[src/rtl/adsr_pkg.sv]
// Shared types and constants for the ADSR envelope.
package adsr_pkg;

    typedef enum logic [2:0] {
        ENV_IDLE,
        ENV_ATTACK,
        ENV_DECAY,
        ENV_SUSTAIN,
        ENV_RELEASE
    } env_state_t;

    localparam int ENV_LVL_W = 8;
    localparam int ENV_ACC_W = 16;
    localparam logic [ENV_ACC_W-1:0] ENV_ACC_MAX = '1;

endpackage

[src/rtl/adsr_envelope_scaler.sv]
// Registered signed-sample x unsigned-level multiply, floor-shifted by 8.
module env_scaler
    import adsr_pkg::*;
(
    input  logic                 clk,
    input  logic                 rst,
    input  logic                 en,
    input  logic [7:0]           sample,
    input  logic [ENV_LVL_W-1:0] level,
    output logic [7:0]           scaled,
    output logic                 valid
);

    logic signed [15:0] prod;

    assign prod = $signed(sample) * $signed({1'b0, level});

    always_ff @(posedge clk or posedge rst) begin
        if (rst) begin
            scaled <= '0;
            valid  <= 1'b0;
        end else begin
            valid <= en;
            if (en) begin
                scaled <= 8'(prod >>> 8);
            end
        end
    end

endmodule

[src/rtl/adsr_envelope.sv]
// Per-note ADSR envelope: trigger capture, envelope FSM and accumulator.
module adsr_envelope
    import adsr_pkg::*;
#(
    parameter int ACC_W  = ENV_ACC_W,
    parameter int RATE_W = 12
) (
    input  logic              clk_in,
    input  logic              rst_in,
    input  logic              step_in,
    input  logic              gate_in,
    input  logic [6:0]        note_in,
    input  logic [RATE_W-1:0] attack_in,
    input  logic [RATE_W-1:0] decay_in,
    input  logic [7:0]        sustain_in,
    input  logic [RATE_W-1:0] release_in,
    input  logic [7:0]        signal_in,
    output logic [7:0]        signal_out,
    output logic              valid_out,
    output logic [7:0]        level_out,
    output logic              active_out
);

    localparam logic [ACC_W-1:0] ACC_MAX =
        (ACC_W == ENV_ACC_W) ? ACC_W'(ENV_ACC_MAX) : '1;
    localparam int PAD_W = ACC_W - RATE_W;

    env_state_t       state_q, state_d, eff;
    logic [ACC_W-1:0] acc_q, acc_d;
    logic [ACC_W-1:0] att_ext, dec_ext, rel_ext, sus_tgt;
    logic [ACC_W:0]   sum_w, lim_w;
    logic             gate_q, trig_pend, trig_now;
    logic [6:0]       note_q;

    assign att_ext = {{PAD_W{1'b0}}, attack_in};
    assign dec_ext = {{PAD_W{1'b0}}, decay_in};
    assign rel_ext = {{PAD_W{1'b0}}, release_in};
    assign sus_tgt = {sustain_in, {(ACC_W-ENV_LVL_W){1'b0}}};

    assign level_out = acc_q[ACC_W-1 -: ENV_LVL_W];

    assign trig_now = gate_in && (!gate_q || note_in != note_q);

    always_ff @(posedge clk_in or posedge rst_in) begin
        if (rst_in) begin
            gate_q    <= 1'b0;
            note_q    <= '0;
            trig_pend <= 1'b0;
        end else begin
            gate_q <= gate_in;
            note_q <= note_in;
            if (trig_now) begin
                trig_pend <= 1'b1;
            end else if (step_in) begin
                trig_pend <= 1'b0;
            end
        end
    end

    // Overrides pick the state whose action this step performs.
    always_comb begin
        eff     = state_q;
        state_d = state_q;
        acc_d   = acc_q;
        sum_w   = {1'b0, acc_q} + {1'b0, att_ext};
        lim_w   = {1'b0, sus_tgt} + {1'b0, dec_ext};
        if (step_in) begin
            if (trig_pend) begin
                eff = ENV_ATTACK;
            end else if (!gate_in && (state_q == ENV_ATTACK ||
                         state_q == ENV_DECAY || state_q == ENV_SUSTAIN)) begin
                eff = ENV_RELEASE;
            end
            state_d = eff;
            unique case (eff)
                ENV_ATTACK: begin
                    if (attack_in == '0 || sum_w >= {1'b0, ACC_MAX}) begin
                        acc_d   = ACC_MAX;
                        state_d = ENV_DECAY;
                    end else begin
                        acc_d = sum_w[ACC_W-1:0];
                    end
                end
                ENV_DECAY: begin
                    if (decay_in == '0 || {1'b0, acc_q} <= lim_w) begin
                        acc_d   = sus_tgt;
                        state_d = ENV_SUSTAIN;
                    end else begin
                        acc_d = acc_q - dec_ext;
                    end
                end
                ENV_SUSTAIN: begin
                    acc_d = sus_tgt;
                end
                ENV_RELEASE: begin
                    if (release_in == '0 || acc_q <= rel_ext) begin
                        acc_d   = '0;
                        state_d = ENV_IDLE;
                    end else begin
                        acc_d = acc_q - rel_ext;
                    end
                end
                ENV_IDLE: begin
                    acc_d = '0;
                end
                default: begin
                    acc_d   = '0;
                    state_d = ENV_IDLE;
                end
            endcase
        end
    end

    always_ff @(posedge clk_in or posedge rst_in) begin
        if (rst_in) begin
            state_q    <= ENV_IDLE;
            acc_q      <= '0;
            active_out <= 1'b0;
        end else begin
            state_q    <= state_d;
            acc_q      <= acc_d;
            active_out <= (state_d != ENV_IDLE);
        end
    end

    env_scaler u_scaler (
        .clk    (clk_in),
        .rst    (rst_in),
        .en     (step_in),
        .sample (signal_in),
        .level  (level_out),
        .scaled (signal_out),
        .valid  (valid_out)
    );

endmodule

[config.mk]
export PLATFORM = sky130hd
export DESIGN_NAME = adsr_envelope
export DESIGN_NICKNAME = d
export VERILOG_FILES = /design/src/rtl/adsr_pkg.sv /design/src/rtl/adsr_envelope_scaler.sv /design/src/rtl/adsr_envelope.sv
export SDC_FILE = /design/constraint.sdc
export NUM_CORES = 1
export LEC_CHECK = 0
export BUFFER_PORTS_ARGS = -buffer_cell sky130_fd_sc_hd__buf_2
export CAP_MARGIN = 20
export CORE_MARGIN = 2
export CORE_UTILIZATION = 55
export DETAILED_ROUTE_END_ITERATION = 8
export PLACE_DENSITY_LB_ADDON = 0.12
export SYNTH_ARGS = -nofsm -noshare
export SYNTH_HDL_FRONTEND = slang
export SYNTH_SLANG_ARGS = --single-unit
[constraint.sdc]
create_clock -name clk_in -period 8.99 [get_ports clk_in]
set_input_delay 1.798 -clock clk_in [delete_from_list [all_inputs] [get_ports clk_in]]
set_output_delay 1.798 -clock clk_in [all_outputs]
set_load 0.05 [all_outputs]
==> impl_results.md, run 1 <==
* Status: completed
* CP most frequent cell: fa_1
* IO buf count at 80
* Commonest non-fill, non-tap cell in the layout: inv_1
* Final worst-path cycle share at 0.610
* Total Routing Usage GR at 0.294
* Skew-Pair Late Insertion Delay at 290 ps
* Crit path DAT at 5650 ps
* Yosys reg bits at 38
* CP Launch Type: input port
* PD cells at 310 mW/mm^2
* GR Overflow Total at 0
* First-pass GRT wire length at 30,700 um
* Final-report hold violation count at 0
* Full die area at 0.0130 mm^2
* Via/cell ratio at 6.16
* Dpl hpwl at 15,100 um
* Post-CTS setup buffers at 0
* Avg WL per Cell at 18.3 um
* Fin Setup TNS at 0 ps
* R2R Path End: u_scaler.scaled[6]
* Top_reg_cell synth: dfrtp_1
* Final Core Density at 0.615
* Initial core utilization at 0.560
* Worst hold endpoint: u_scaler.scaled[2]
* Required time worst endpoint at 9160 ps
* DRT iter0 DRCs at 500
* Ant. Diodes at 0
* Yosys Warn Count at 0
* Post-CTS sizing at 0
* Area Overhead vs Synth at 9.80%
* Worst Hold Path Cells at 1
* Mapped Nets at 1,004
* Multi-input gate area at 0.00518 mm^2
* Register area share after synthesis at 0.143
* Post-synth EDFFs at 0
* CTS tree: done
* Row cnt at 40
* Core area at 0.0119 mm^2
* Clk sinks at 38
* Residual DRC count at 0
* Die Height at 114 um
* Ratio of cells with drive above 1 in the final layout at 0.133
* Clock skew at 3.13 ps
* Critical path, cell by cell: buf_2, nand2b_1, fa_1, inv_1, fa_1, fa_1, fa_1, ha_1, nor3_1, nor2_1, nand3_1, nand3b_1, a21oi_1, xnor2_1, mux2_2
* Slew HR at 0.329
* Synth cell types at 71
* Max incr delay on CP at 530 ps
* Pin count of the biggest net entering global routing at 39
* Initial antenna violation count at 0
* CTS Buffer Depth at 2
* CP endpoint kind: flip-flop
* Root Driver: clkbuf_16
* Synth Cell Area at 0.00667 mm^2
* Fillers at 1,110
* WL final at 18,700 um
* Post-layout min period at 5480 ps
* Max frequency at 182 MHz
* Max Slew Vio Count at 0
* Post-Synthesis Cells at 816
* Placer Congestion at 0.935
* Worst-Margin Slew at 1000 ps
* RSZ-0062 raised after global routing: false
* Cts hold-fix bufs at 0
* Hold path startpoint: u_scaler.scaled[2]
* Kind of critical path: in -> reg
* Io pins at 81
* Ys async rst share at 1.00
* Inserted Clock Buffers at 5
* DR vias at 6,310
* Die width at 114 um
* # nets final at 1,065
* Pre-antenna DRT Iters at 8
* H-tree depth at 2
* R2r setup slk at 4200 ps
* Number of global-route vias before repair at 6,174
* Hold Crit Class: reg -> reg
* Routed Antenna Nets at 0
* Reg2Reg Depth at 14
* Avg Inst Size Synth at 8.17 um^2
* Max VDD drop at 0.144 mV
* Maximum Capacitance Violations at 0
* Commonest non-fill, non-tap cells in the layout: 101 x inv_1, 86 x ha_1, 80 x buf_2, 58 x nand2_1, 45 x nor2_1
* Register Area at 951 um^2
* Clock transition at the registers of the reported paths at 60 ps
* Worst-path fanout max at 7
* Pleak at 3.63 nW
* CP max stage cell: fa_1
* Reg-to-reg startpoint: acc_q[13]
* Final setup vio count at 0
-- cell type report --
type,instances,area share
Tap cell,147,0.0251
Sequential cell,38,0.130
Inverter,101,0.0518
Timing Repair Buffer,84,0.0588
Clock buffer,5,0.0171
Multi-Input combinational cell,647,0.708
Clock inverter,3,0.00940
-- sequential cells by signal, summed over array words and instances, names as in the netlist --
signal           cells
note_q               7
trig_pend            1
acc_q               16
state_q              3
active_out           1
u_scaler.valid       1
gate_q               1
u_scaler.scaled      8
-- worst max path at each step --
stage,from,end,slack (ps),cells past startpoint
global placement,signal_in[7],u_scaler.scaled[6],3270,15
finish,signal_in[7],u_scaler.scaled[6],3510,15
global route,signal_in[4],u_scaler.scaled[6],3270,15
floorplan,signal_in[7],u_scaler.scaled[6],3650,14
CTS,signal_in[7],u_scaler.scaled[6],3520,15
detailed placement,signal_in[7],u_scaler.scaled[6],3220,15
-- cell families (layout without fill, tap and decap cells) --
family	after synthesis	count (layout)	share of synthesized area
compound gates	213	213	0.227
xor+xnor	50	50	0.0657
fa+ha+maj	125	125	0.278
buf+inv	131	193	0.0801
flops	38	38	0.143
mux	8	8	0.0131
simple gates	251	251	0.193
-- routing by layer --
metal,global-route usage,up-vias,routed length (um)
li1,-,3038,-
met2,0.506,204,8840
met4,0.0423,0,136
met3,0.0365,15,1200
met5,0,-,0
met1,0.407,3053,8530
-- Yosys cell counts, drive strengths merged, types with 15 or more instances --
cell / count / area share
inv: 101 / 0.057
ha: 86 / 0.16
nand2: 58 / 0.033
nor2: 45 / 0.025
o21ai: 44 / 0.033
a21oi: 39 / 0.029
fa: 39 / 0.12
dfrtp: 38 / 0.14
and2: 33 / 0.031
xnor2: 32 / 0.042
nand3: 18 / 0.014
nor2b: 18 / 0.017
xor2: 18 / 0.024
clkbuf: 16 / 0.0092
nor3: 15 / 0.011
-- through the flow --
stage / instances / cell area, um^2 / worst slack (ps) / hold slack [ps] / power (mW)
after floorplan: 816 / 6670 / 3650 / 539 / 1.63
after global placement: 1017 / 7130 / 3270 / 483 / 1.95
after detailed placement: 1017 / 7130 / 3220 / 492 / 2.01
after CTS: 1025 / 7320 / 3520 / 507 / 2.26
after global routing: 1025 / 7320 / 3270 / 528 / 2.49
final: 1025 / 7320 / 3510 / 501 / 2.27
-- where the power goes --
part           switching [mW]  total [mW]  internal [mW]
logic                   0.987        1.70          0.714
registers               0.104       0.327          0.223
clock network          0.0804       0.240          0.160
total                    1.17        2.27           1.10
-- worst max-delay path, delay by kind of cell --
kind / cells / cell delay [ps]
and+or+nand+nor: 5 / 670
adders and majority gates: 5 / 2410
muxes: 1 / 250
buffers and inverters: 2 / 220
AOI/OAI and AO/OA: 1 / 210
xor gates and xnor gates: 1 / 80
(Power assumes the default switching activity.)
==> run 2: changes to the inputs <==
ABC_AREA = 1   (was unset)
clock period = 5.25 ns   (was 8.99 ns; I/O delays follow)
==> run 2 against run 1 <==
  * Final cell count up 28%
  * Flip-flop and latch count unchanged
  * Sequential power up 63%
  * Die area up 6.1%
  * Critical endpoint unchanged
  * Largest power group unchanged
==> impl_results.md, run 2 <==
* Area contributors post-synth: nand2_1 16%, ha_1 15%, dfrtp_1 13%
* Pre-antenna DRT Iters at 6 (-2)
* Total power at 4.50 mW (+98%)
* Initial core utilization at 0.562 (+0.00230)
* IO buf count at 80 (unchanged)
* Pin count of the biggest net entering global routing at 39 (unchanged)
* Commonest non-fill, non-tap cells in the layout: 294 x nand2_1, 197 x inv_1, 85 x ha_1, 80 x buf_2, 73 x nor2_1
* Final cell count without fillers at 1,315 (+28%)
* CTS Buffer Depth at 2 (unchanged)
* Post-layout min period at 4920 ps
* Mapped Nets at 1,260 (+25%)
* Worst-path fanout max at 3 (-4)
* Post-CTS setup buffers at 0 (unchanged)
* Pre-CTS setup slack at -79.1 ps (-3300 ps)
* Post-Synthesis Cells at 1,072 (+31%)
* DP Area at 0.00765 mm^2 (+7.3%)
* Status: completed
* CP endpoint kind: flip-flop
* Worst Hold Path Cells at 2 (+1)
* Synth Cell Area at 0.00709 mm^2 (+6.4%)
* Number of global-route vias before repair at 6,614 (+7.1%)
* Largest registers: acc_q x16, u_scaler.scaled x8, note_q x7
* Worst hold margin at 491 ps (-9.92 ps)
* WL final at 19,600 um (+4.9%)
* Crit path DAT at 5070 ps (-580 ps)
* Total Routing Usage GR at 0.290 (-0.00415)
* Worst hold endpoint: u_scaler.scaled[0]
* R2R Path End: u_scaler.scaled[6]
* Synth cell types at 45 (-37%)
* Register area share after synthesis at 0.134 (-0.00855)
* DRT iter0 DRCs at 549 (+9.8%)
* Dpl hpwl at 16,100 um (+6.8%)
* Top post-synthesis cells by count: 294 x nand2_1, 197 x inv_1, 86 x ha_1
* Max FFs per register at 16 (unchanged)
* Max frequency at 203 MHz
* Post-CTS sizing at 0 (unchanged)
* Full die area at 0.0138 mm^2 (+6.1%)
* Post-synth top area cell: nand2_1
* Clk sinks at 38 (unchanged)
* PD cells at 577 mW/mm^2 (+86%)
* Reg2Reg Depth at 18 (+4)
* First-pass GRT wire length at 32,100 um (+4.8%)
* Clock skew at 7.68 ps (+4.55 ps)
* Yosys reg bits at 38 (unchanged)
* Cts hold-fix bufs at 0 (unchanged)
* Max VDD drop at 0.373 mV (+160%)
* Pleak at 4.63 nW (+28%)
* Skew-Pair Late Insertion Delay at 300 ps (about the same)
* Die Height at 118 um (+3.0%)
* Final setup vio count at 0 (unchanged)
* Top_reg_cell synth: dfrtp_1
* Residual DRC count at 0 (unchanged)
* Yosys top cell area share at 0.156 (-0.00580)
* CP Launch Type: input port
* Row cnt at 41 (+2.5%)
* Fin Setup TNS at 0 ps (unchanged)
* Io pins at 81 (unchanged)
* Root Driver: clkbuf_16
* RSZ-0062 raised after global routing: false
* Initial antenna violation count at 1 (+1)
* Yosys Warn Count at 0 (unchanged)
* Most instantiated library cell after synthesis: nand2_1
* Inserted Clock Buffers at 5 (unchanged)
* Ys async rst share at 1.00 (unchanged)
* R2r setup slk at 660 ps (-3540 ps)
* Biggest register: acc_q
* Hold Crit Class: reg -> reg
* Ratio of cells with drive above 1 in the final layout at 0.144 (+0.0112)
* Final-report hold violation count at 0 (unchanged)
* CTS tree: done
* Fillers at 1,228 (+11%)
* Via/cell ratio at 5.27 (-14%)
* Hold path startpoint: u_scaler.scaled[0]
* Reg-to-reg startpoint: acc_q[9]
* Placed cells at 1,307 (+29%)
* H-tree depth at 2 (unchanged)
* Maximum Capacitance Violations at 0 (unchanged)
* Clock transition at the registers of the reported paths at 60 ps (about the same)
* Routed Antenna Nets at 0 (unchanged)
* Worst-Margin Slew at 750 ps (-251 ps)
* Final Core Density at 0.618 (+0.00319)
* Avg Inst Size Synth at 6.62 um^2 (-19%)
* Final non-filler cell area at 0.00780 mm^2 (+6.5%)
* Slew HR at 0.499 (+0.170)
* Kind of critical path: in -> reg
* Register Area at 951 um^2 (unchanged)
* Multi-input gate area at 0.00522 mm^2 (+0.75%)
* DR vias at 6,933 (+9.9%)
* Placer Congestion at 0.971 (+3.8%)
* Area Overhead vs Synth at 9.91%
* Fin worst setup slack at 329 ps (-3180 ps)
* # nets final at 1,330 (+25%)
* Core area at 0.0126 mm^2 (+5.9%)
* Die width at 118 um (+3.0%)
* Max Slew Vio Count at 0 (unchanged)
* Final worst-path cycle share at 0.937
* GR Overflow Total at 0 (unchanged)
* Avg WL per Cell at 14.9 um (-18%)
* Required time worst endpoint at 5390 ps (-3770 ps)
* Commonest non-fill, non-tap cell in the layout: nand2_1
* Post-synth EDFFs at 0 (unchanged)
-- run 2: worst max path at each step --
stage / from / end
2_1_floorplan: signal_in[7] / u_scaler.scaled[5]
4_1_cts: signal_in[7] / u_scaler.scaled[6]
6_report: signal_in[7] / u_scaler.scaled[6]
3_3_place_gp: signal_in[7] / u_scaler.scaled[6]
3_5_place_dp: signal_in[7] / u_scaler.scaled[6]
5_1_grt: signal_in[7] / u_scaler.scaled[6]
-- run 2: kinds of logic after synthesis --
logic type,after synthesis,synth area share
simple gates,503,0.318
buf+inv,235,0.132
fa+ha+maj,125,0.262
compound gates,133,0.108
flops,38,0.134
xor+xnor,38,0.0469
-- run 2: final cells by class --
| type | instances | share of cell area |
|---|---|---|
| flip-flops and latches | 38 | 0.122 |
| multi-input cells | 799 | 0.670 |
| clock buffers | 5 | 0.0160 |
| repair buffers | 94 | 0.0648 |
| well taps | 172 | 0.0276 |
| inverters | 204 | 0.0982 |
| clock inverters | 2 | 0.00128 |
| diodes | 1 | 0.000321 |
-- run 2: layer usage --
| layer | global-route usage | part of all wire | vias up |
|---|---|---|---|
| li1 | - | - | 3516 |
| met1 | 0.418 | 0.46 | 3153 |
| met2 | 0.462 | 0.43 | 233 |
| met3 | 0.0349 | 0.082 | 31 |
| met4 | 0.0730 | 0.021 | 0 |
| met5 | 0 | 0 | - |
-- run 2: critical path: stages --
cell	delay, ps
buf_2	90
inv_1	50
or2_2	280
fa_1	530
inv_1	50
fa_1	500
fa_1	570
fa_1	460
ha_4	300
nand2_1	60
o21ai_1	140
a21oi_1	50
buf_4	160
o21bai_1	160
nand2_1	90
nand2_1	60
nand2_1	70
o21ai_1	150
xnor2_1	130
o21ai_0	90
-- run 2: power breakdown --
group          internal (mW)  switching [mW]
sequential             0.385           0.147
clock                  0.172           0.137
combinational           1.41            2.25
total                   1.97            2.53
